### config.mk
export PLATFORM = sky130hd
export DESIGN_NAME = pwm_step_scheduler_flat
export DESIGN_NICKNAME = d
export VERILOG_FILES = /design/src/rtl/pwm_step_scheduler_if.sv /design/src/rtl/pwm_step_scheduler.sv /design/src/flat_wrapper.sv
export SDC_FILE = /design/constraint.sdc
export NUM_CORES = 1
export LEC_CHECK = 0
export ABC_AREA = 1
export CAP_MARGIN = 20
export CELL_PAD_IN_SITES_DETAIL_PLACEMENT = 0
export CELL_PAD_IN_SITES_GLOBAL_PLACEMENT = 2
export CORE_MARGIN = 10
export CORE_UTILIZATION = 38
export CTS_CLUSTER_SIZE = 30
export DETAILED_ROUTE_END_ITERATION = 10
export PLACE_DENSITY = 0.93
export SYNTH_ARGS = -nofsm -noshare
export SYNTH_HDL_FRONTEND = slang
export SYNTH_SLANG_ARGS = --single-unit
### constraint.sdc
create_clock -name clk_50M -period 3.2 [get_ports clk_50M]
set_input_delay 0.32 -clock clk_50M [delete_from_list [all_inputs] [get_ports clk_50M]]
set_output_delay 0.32 -clock clk_50M [all_outputs]
set_load 0.01 [all_outputs]
### src/rtl/pwm_step_scheduler_if.sv
// Host-side bundle for pwm_step_scheduler: duty-table writes, sequence control and PWM status.
interface pwm_step_scheduler_if;
    logic       cfg_we;
    logic [2:0] cfg_addr;
    logic [6:0] cfg_duty;
    logic [2:0] last_idx;
    logic [7:0] dwell;
    logic       loop_en;
    logic       start;
    logic       stop;

    logic       busy;
    logic [2:0] step_idx;
    logic [6:0] duty_cur;
    logic       period_start;
    logic       pwm_out;
    logic       done;

    modport master (
        output cfg_we, cfg_addr, cfg_duty, last_idx, dwell, loop_en, start, stop,
        input  busy, step_idx, duty_cur, period_start, pwm_out, done
    );

    modport slave (
        input  cfg_we, cfg_addr, cfg_duty, last_idx, dwell, loop_en, start, stop,
        output busy, step_idx, duty_cur, period_start, pwm_out, done
    );
endinterface

### src/rtl/pwm_step_scheduler.sv
// Duty-table sequencer: DIV-prescaled tick enable, PERIOD-tick PWM frame, dwell periods per step.
// Define PWM_SOFT_RAMP_EN to slew duty_cur one tick per period toward each step's target.
module pwm_step_scheduler #(
    parameter int DIV    = 16,
    parameter int PERIOD = 100,
    parameter int DEPTH  = 8
) (
    input  logic                clk_50M,
    input  logic                reset,
    pwm_step_scheduler_if.slave bus
);
    localparam int IW = 3;
    localparam int DW = 7;
    localparam int PW = (DIV > 1) ? $clog2(DIV) : 1;
    localparam int QW = (PERIOD > 1) ? $clog2(PERIOD) : 1;

    localparam logic [PW-1:0] PRESC_LAST = PW'(DIV - 1);
    localparam logic [QW-1:0] POS_LAST   = QW'(PERIOD - 1);
    localparam logic [DW-1:0] DUTY_MAX   = DW'(PERIOD);

    localparam logic [1:0] S_IDLE = 2'd0;
    localparam logic [1:0] S_LOAD = 2'd1;
    localparam logic [1:0] S_RUN  = 2'd2;
    localparam logic [1:0] S_DONE = 2'd3;

    logic [1:0]    state;
    logic [DW-1:0] table_mem [DEPTH];

    logic [PW-1:0] presc;
    logic [QW-1:0] pos;
    logic [7:0]    dwell_cnt;
    logic [7:0]    dwell_lat;
    logic [IW-1:0] last_lat;
    logic          loop_lat;
    logic          stop_pend;

    logic [IW-1:0] step_idx;
    logic [DW-1:0] duty_cur;
    logic          period_start;
    logic          pwm_out;

    logic          tick;
    logic          boundary;
    logic          halt;
    logic          dwell_hit;
    logic          at_last;
    logic          settled;
    logic          finish;
    logic [IW-1:0] step_nxt;
    logic [DW-1:0] duty_hold;
    logic [DW-1:0] duty_adv;

    function automatic logic [DW-1:0] clamp_duty(input logic [DW-1:0] d);
        return (d > DUTY_MAX) ? DUTY_MAX : d;
    endfunction

`ifdef PWM_SOFT_RAMP_EN
    function automatic logic [DW-1:0] step_toward(input logic [DW-1:0] cur,
                                                  input logic [DW-1:0] tgt);
        if (cur < tgt)
            return cur + 1'b1;
        else if (cur > tgt)
            return cur - 1'b1;
        else
            return cur;
    endfunction
`endif

    assign tick      = (state == S_RUN) && (presc == PRESC_LAST);
    assign boundary  = tick && (pos == POS_LAST);
    assign halt      = stop_pend | bus.stop;
    assign dwell_hit = ((dwell_cnt + 8'd1) == dwell_lat);
    assign at_last   = (step_idx == last_lat);
    assign step_nxt  = at_last ? '0 : step_idx + 1'b1;

`ifdef PWM_SOFT_RAMP_EN
    logic [DW-1:0] tgt_cur;
    assign tgt_cur   = clamp_duty(table_mem[step_idx]);
    // Dwell only accumulates once the ramp has landed on the step's target.
    assign settled   = (duty_cur == tgt_cur);
    assign duty_hold = step_toward(duty_cur, tgt_cur);
    assign duty_adv  = step_toward(duty_cur, clamp_duty(table_mem[step_nxt]));
`else
    assign settled   = 1'b1;
    assign duty_hold = duty_cur;
    assign duty_adv  = clamp_duty(table_mem[step_nxt]);
`endif

    assign finish = boundary && (halt || (settled && dwell_hit && at_last && !loop_lat));

    // Table survives reset; writes are locked out while a sequence owns it.
    always_ff @(posedge clk_50M) begin
        if (state == S_IDLE && bus.cfg_we)
            table_mem[bus.cfg_addr] <= bus.cfg_duty;
    end

    always_ff @(posedge clk_50M) begin
        if (reset) begin
            state        <= S_IDLE;
            presc        <= '0;
            pos          <= '0;
            dwell_cnt    <= '0;
            dwell_lat    <= '0;
            last_lat     <= '0;
            loop_lat     <= 1'b0;
            stop_pend    <= 1'b0;
            step_idx     <= '0;
            duty_cur     <= '0;
            period_start <= 1'b0;
            pwm_out      <= 1'b0;
        end else begin
            period_start <= 1'b0;
            pwm_out      <= 1'b0;
            case (state)
                S_IDLE: begin
                    if (bus.start) begin
                        state     <= S_LOAD;
                        last_lat  <= bus.last_idx;
                        dwell_lat <= (bus.dwell == 8'd0) ? 8'd1 : bus.dwell;
                        loop_lat  <= bus.loop_en;
                    end
                end
                S_LOAD: begin
                    step_idx     <= '0;
                    duty_cur     <= clamp_duty(table_mem[3'd0]);
                    presc        <= '0;
                    pos          <= '0;
                    dwell_cnt    <= '0;
                    stop_pend    <= 1'b0;
                    period_start <= 1'b1;
                    state        <= S_RUN;
                end
                S_RUN: begin
                    // The sample taken on the terminating boundary is dropped so DONE is low.
                    pwm_out <= (pos < duty_cur) && !finish;
                    presc   <= tick ? '0 : presc + 1'b1;
                    if (bus.stop)
                        stop_pend <= 1'b1;
                    if (tick)
                        pos <= (pos == POS_LAST) ? '0 : pos + 1'b1;
                    if (boundary) begin
                        if (finish) begin
                            state <= S_DONE;
                        end else begin
                            period_start <= 1'b1;
                            if (!settled) begin
                                duty_cur <= duty_hold;
                            end else if (dwell_hit) begin
                                dwell_cnt <= '0;
                                step_idx  <= step_nxt;
                                duty_cur  <= duty_adv;
                            end else begin
                                dwell_cnt <= dwell_cnt + 8'd1;
                            end
                        end
                    end
                end
                default: begin
                    stop_pend <= 1'b0;
                    state     <= S_IDLE;
                end
            endcase
        end
    end

    assign bus.busy         = (state != S_IDLE);
    assign bus.done         = (state == S_DONE);
    assign bus.step_idx     = step_idx;
    assign bus.duty_cur     = duty_cur;
    assign bus.period_start = period_start;
    assign bus.pwm_out      = pwm_out;

endmodule

### src/flat_wrapper.sv
// flat-port wrapper written by rule: the top's interface ports become plain ports
module pwm_step_scheduler_flat 
#(
    parameter int DIV    = 16,
    parameter int PERIOD = 100,
    parameter int DEPTH  = 8
)
  (clk_50M, reset, bus_cfg_we, bus_cfg_addr, bus_cfg_duty, bus_last_idx, bus_dwell, bus_loop_en, bus_start, bus_stop, bus_busy, bus_step_idx, bus_duty_cur, bus_period_start, bus_pwm_out, bus_done);
  pwm_step_scheduler_if bus_i ();
  input  logic clk_50M;
  input  logic reset;
  input wire logic [$bits(bus_i.cfg_we)-1:0] bus_cfg_we;
  input wire logic [$bits(bus_i.cfg_addr)-1:0] bus_cfg_addr;
  input wire logic [$bits(bus_i.cfg_duty)-1:0] bus_cfg_duty;
  input wire logic [$bits(bus_i.last_idx)-1:0] bus_last_idx;
  input wire logic [$bits(bus_i.dwell)-1:0] bus_dwell;
  input wire logic [$bits(bus_i.loop_en)-1:0] bus_loop_en;
  input wire logic [$bits(bus_i.start)-1:0] bus_start;
  input wire logic [$bits(bus_i.stop)-1:0] bus_stop;
  output wire logic [$bits(bus_i.busy)-1:0] bus_busy;
  output wire logic [$bits(bus_i.step_idx)-1:0] bus_step_idx;
  output wire logic [$bits(bus_i.duty_cur)-1:0] bus_duty_cur;
  output wire logic [$bits(bus_i.period_start)-1:0] bus_period_start;
  output wire logic [$bits(bus_i.pwm_out)-1:0] bus_pwm_out;
  output wire logic [$bits(bus_i.done)-1:0] bus_done;
  assign bus_i.cfg_we = bus_cfg_we;
  assign bus_i.cfg_addr = bus_cfg_addr;
  assign bus_i.cfg_duty = bus_cfg_duty;
  assign bus_i.last_idx = bus_last_idx;
  assign bus_i.dwell = bus_dwell;
  assign bus_i.loop_en = bus_loop_en;
  assign bus_i.start = bus_start;
  assign bus_i.stop = bus_stop;
  assign bus_busy = bus_i.busy;
  assign bus_step_idx = bus_i.step_idx;
  assign bus_duty_cur = bus_i.duty_cur;
  assign bus_period_start = bus_i.period_start;
  assign bus_pwm_out = bus_i.pwm_out;
  assign bus_done = bus_i.done;
  pwm_step_scheduler #(.DIV(DIV), .PERIOD(PERIOD), .DEPTH(DEPTH)) u_core (.clk_50M(clk_50M), .reset(reset), .bus(bus_i));
endmodule
==> run_results.csv <==
group,metric,value,unit
grt,grt_pass1_wl,19900,µm
cells_and_area,diodes,0,
routing,firstDrtPassIters,4,
grt,grt_max_degree,29,
routing,viasPerCell,4.84,
cells_and_area,utilization,45.1,%
synth,synth_area_leaders,"edfxtp_1 33%, dfxtp_1 18%, nand2_1 9.7%",
synth,synthDistinctLibCells,36,
clock_tree,cts-htree-levels,3,
pwr,seq_power_share,32.0,%
cells_and_area,area_growth,17.1,%
sta,rsz0062_at_grt,"false",
run,drv_cap,0,
sta,slew_viol_final,0,
die,die_y,135,µm
pwr,p_leak,2.37,nW
grt,grtUsageMet3,3.60,%
min_path,min_to,"u_core.dwell_lat[2]$_SDFFE_PP0P_",
sta,holdWs,0.470,ns
setup_path,cp_max_fo,15,
die,core_area,0.0131,mm²
synth,ys_ff_latch,102,
sta,setup_viol,0,
grt,antenna_found_initial,0,
setup_path,crit_path_start_kind,"flop",
sta,fin_setup_tns,0,ns
setup_path,r2r_end,"u_core.dwell_cnt[4]$_SDFFE_PP0P_",
clock_tree,cts_setup_buffers,0,
die,dieWidth,135,µm
grt,busiest_layer,"met2",
cells_and_area,layout.nets,679,
cells_and_area,layoutNonFillerInstCount,819,
place,dp_hpwl,8740,µm
place,dp_cells,803,
routing,drt_iter0_drc,194,
pwr,p_sw,2.37,mW
setup_path,rrSetupSlack,0.73,ns
synth,synth_top_area_share,33.2,%
routing,antenna_left,0,
clock_tree,clkTransAtPathRegs,0.07,ns
grt,use_met2,23.3,%
pwr,p_sw_share,43.3,%
place,dp_slack,0.732,ns
cells_and_area,most-common-layout-cells,"131 x nand2_1, 64 x nor2_1, 64 x nand3_1",
pwr,power.total,5.48,mW
synth,ys_seq_area_share,51.4,%
clock_tree,worstSkewPairLatency,0.36,ns
sta,slew_headroom,46.9,%
setup_path,end_kind,"flop",
setup_path,crit_arrival,2.71,ns
routing,route.detailed.drc,0,
synth,synthArstFlopShare,0,%
synth,synth_largest_area_cell,"edfxtp_1",
synth,ys_warn_count,0,
synth,synth_edf_count,56,
min_path,holdCritStartpoint,"u_core.dwell_lat[2]$_SDFFE_PP0P_",
sta,hold_viol,0,
min_path,holdPathStages,2,
synth,syn-num-nets,642,
cells_and_area,final_common_cell,"nand2_1",
cells_and_area,fin_area,0.00592,mm²
clock_tree,cts_inserted_buffers,9,
grt,grt_pass1_vias,3952,
die,ioPinCount,41,
clock_tree,cts-resized-gates,0,
clock_tree,cts_tree,"yes",
setup_path,reg2reg_depth,10,
place,gp_congestion,0.804,
pwr,internal-power,3.11,mW
synth,ys.flop_type,"edfxtp_1",
die,rows,42,
routing,routedWlPerCell,14.5,µm
synth,synth.cell_area,0.00506,mm²
grt,met1_usage,16.5,%
pwr,power_frac_comb,47.0,%
setup_path,worstPathRequired,3.44,ns
die,dieArea,0.0183,mm²
sta,fin_ws,0.729,ns
routing,num_vias,3966,
sta,max_slew.worst_pin.slew,0.794,ns
grt,grt_use_total,13.5,%
setup_path,crit_type,"reg2reg",
setup_path,worst_r2r_startpoint,"u_core.state[0]$_SDFFE_PP0P_",
sta,fin_crit,2.47,ns
pwr,power.clock.fraction,20.9,%
routing,finalWirelength,11900,µm
cells_and_area,drive_above_1_share,7.93,%
cells_and_area,fill_cells,1302,
clock_tree,clockBufferDepth,2,
clock_tree,clock-sinks,102,
sta,fin_skew,0.00533,ns
synth,synthCells,601,
pwr,p_per_area,925,mW/mm²
pwr,ir_worst_vdd,557,µV
min_path,hold_class,"reg2reg",
place,io_buffer_count,40,
die,start_util,38.5,%
sta,fmax,0.405,GHz
sta,period_share,77.2,%
grt,globalRouteOverflowTotal,0,
clock_tree,hold_buffers,0,
synth,avgSynthCellArea,8.42,µm²
status,status,"completed",
place,dpl_cell_area,0.00561,mm²
clock_tree,cts-root-buf,"clkbuf_16",
[registers in the layout, indices dropped and copies added (netlist names)]
name                     flops
u_core.loop_lat              1
u_core.presc                 4
u_core.bus.step_idx          3
u_core.bus.pwm_out           1
u_core.dwell_lat             8
u_core.state                 2
u_core.bus.period_start      1
u_core.bus.duty_cur          7
u_core.stop_pend             1
u_core.table_mem            56
u_core.dwell_cnt             8
u_core.last_lat              3
u_core.pos                   7
[cell type report]
cell class                 count  area, µm²  area share (%)
inverter                      67        251            4.24
multi-input combinational    412       2090            35.3
sequential                   102       2600            43.9
tap                          176        220            3.72
timing repair buffer          46        445            7.52
clock buffer                   9        225            3.80
clock inverter                 7       86.3            1.46
[layer usage]
| metal | up-vias | routed length [µm] |
|---|---|---|
| li1 | 2066 | - |
| met1 | 1835 | 5380 |
| met2 | 55 | 5990 |
| met3 | 10 | 399 |
| met4 | 0 | 106 |
| met5 | - | 0 |
[power by group through the flow]
stage                     registers (mW)  logic [mW]  clock network, mW
after floorplan                     1.76        1.96                  0
after global placement              1.78        2.60                  0
after detailed placement            1.79        2.61                  0
after CTS                           1.76        2.62               1.18
after global routing                1.79        2.96               1.23
final                               1.76        2.58               1.15
[cells by family (layout without fill, tap and decap cells)]
family,after synthesis,count (layout),share of synthesized area (%)
and+or+nand+nor,305,305,27.5
DFF,102,102,51.4
buffers and inverters,87,129,7.17
AOI/OAI and AO/OA,87,87,9.35
xor gates and xnor gates,6,6,1.04
adders and majority gates,14,14,3.46
[synthesized netlist by cell type, types with 3 or more instances]
| cell type | instances |
|---|---|
| nor3_2 | 3 |
| nand4_1 | 3 |
| inv_2 | 3 |
| buf_2 | 5 |
| xor2_1 | 4 |
| dfxtp_1 | 46 |
| nand3b_1 | 10 |
| nand3_2 | 3 |
| nand2_1 | 131 |
| nand2_2 | 9 |
| o21ai_0 | 32 |
| nor2_1 | 64 |
| nand2_4 | 4 |
| edfxtp_1 | 56 |
| buf_4 | 4 |
| nand3_1 | 64 |
| a211oi_1 | 3 |
| ha_1 | 14 |
| nor4_1 | 3 |
| inv_1 | 63 |
| o21ai_1 | 10 |
| nor3_1 | 6 |
| clkbuf_1 | 8 |
| a21oi_1 | 35 |
[how the worst max path moves through the flow]
stage,from,end,slack [ns],depth (start not counted)
final,u_core.state[0]$_SDFFE_PP0P_,u_core.dwell_cnt[4]$_SDFFE_PP0P_,0.73,10
after global routing,u_core.state[0]$_SDFFE_PP0P_,u_core.dwell_cnt[3]$_SDFFE_PP0P_,0.41,10
after CTS,u_core.state[0]$_SDFFE_PP0P_,u_core.bus.duty_cur[2]$_SDFFE_PP0P_,0.73,13
after detailed placement,u_core.state[0]$_SDFFE_PP0P_,u_core.dwell_cnt[4]$_SDFFE_PP0P_,0.73,10
after global placement,u_core.state[0]$_SDFFE_PP0P_,u_core.dwell_cnt[2]$_SDFFE_PP0P_,0.77,10
after floorplan,u_core.dwell_cnt[0]$_SDFFE_PP0P_,u_core.bus.duty_cur[4]$_SDFFE_PP0P_,1.23,14
[worst max-delay path: stages, from the launching register on]
cell,delay [ns]
dfxtp_1,0.33
inv_1,0.10
ha_1,0.15
buf_4,0.22
inv_1,0.27
nor3_2,0.30
nand2_1,0.15
a21oi_1,0.30
nand2_2,0.24
o21ai_0,0.23
a21oi_1,0.06
Power figures use the tool's default switching activity.
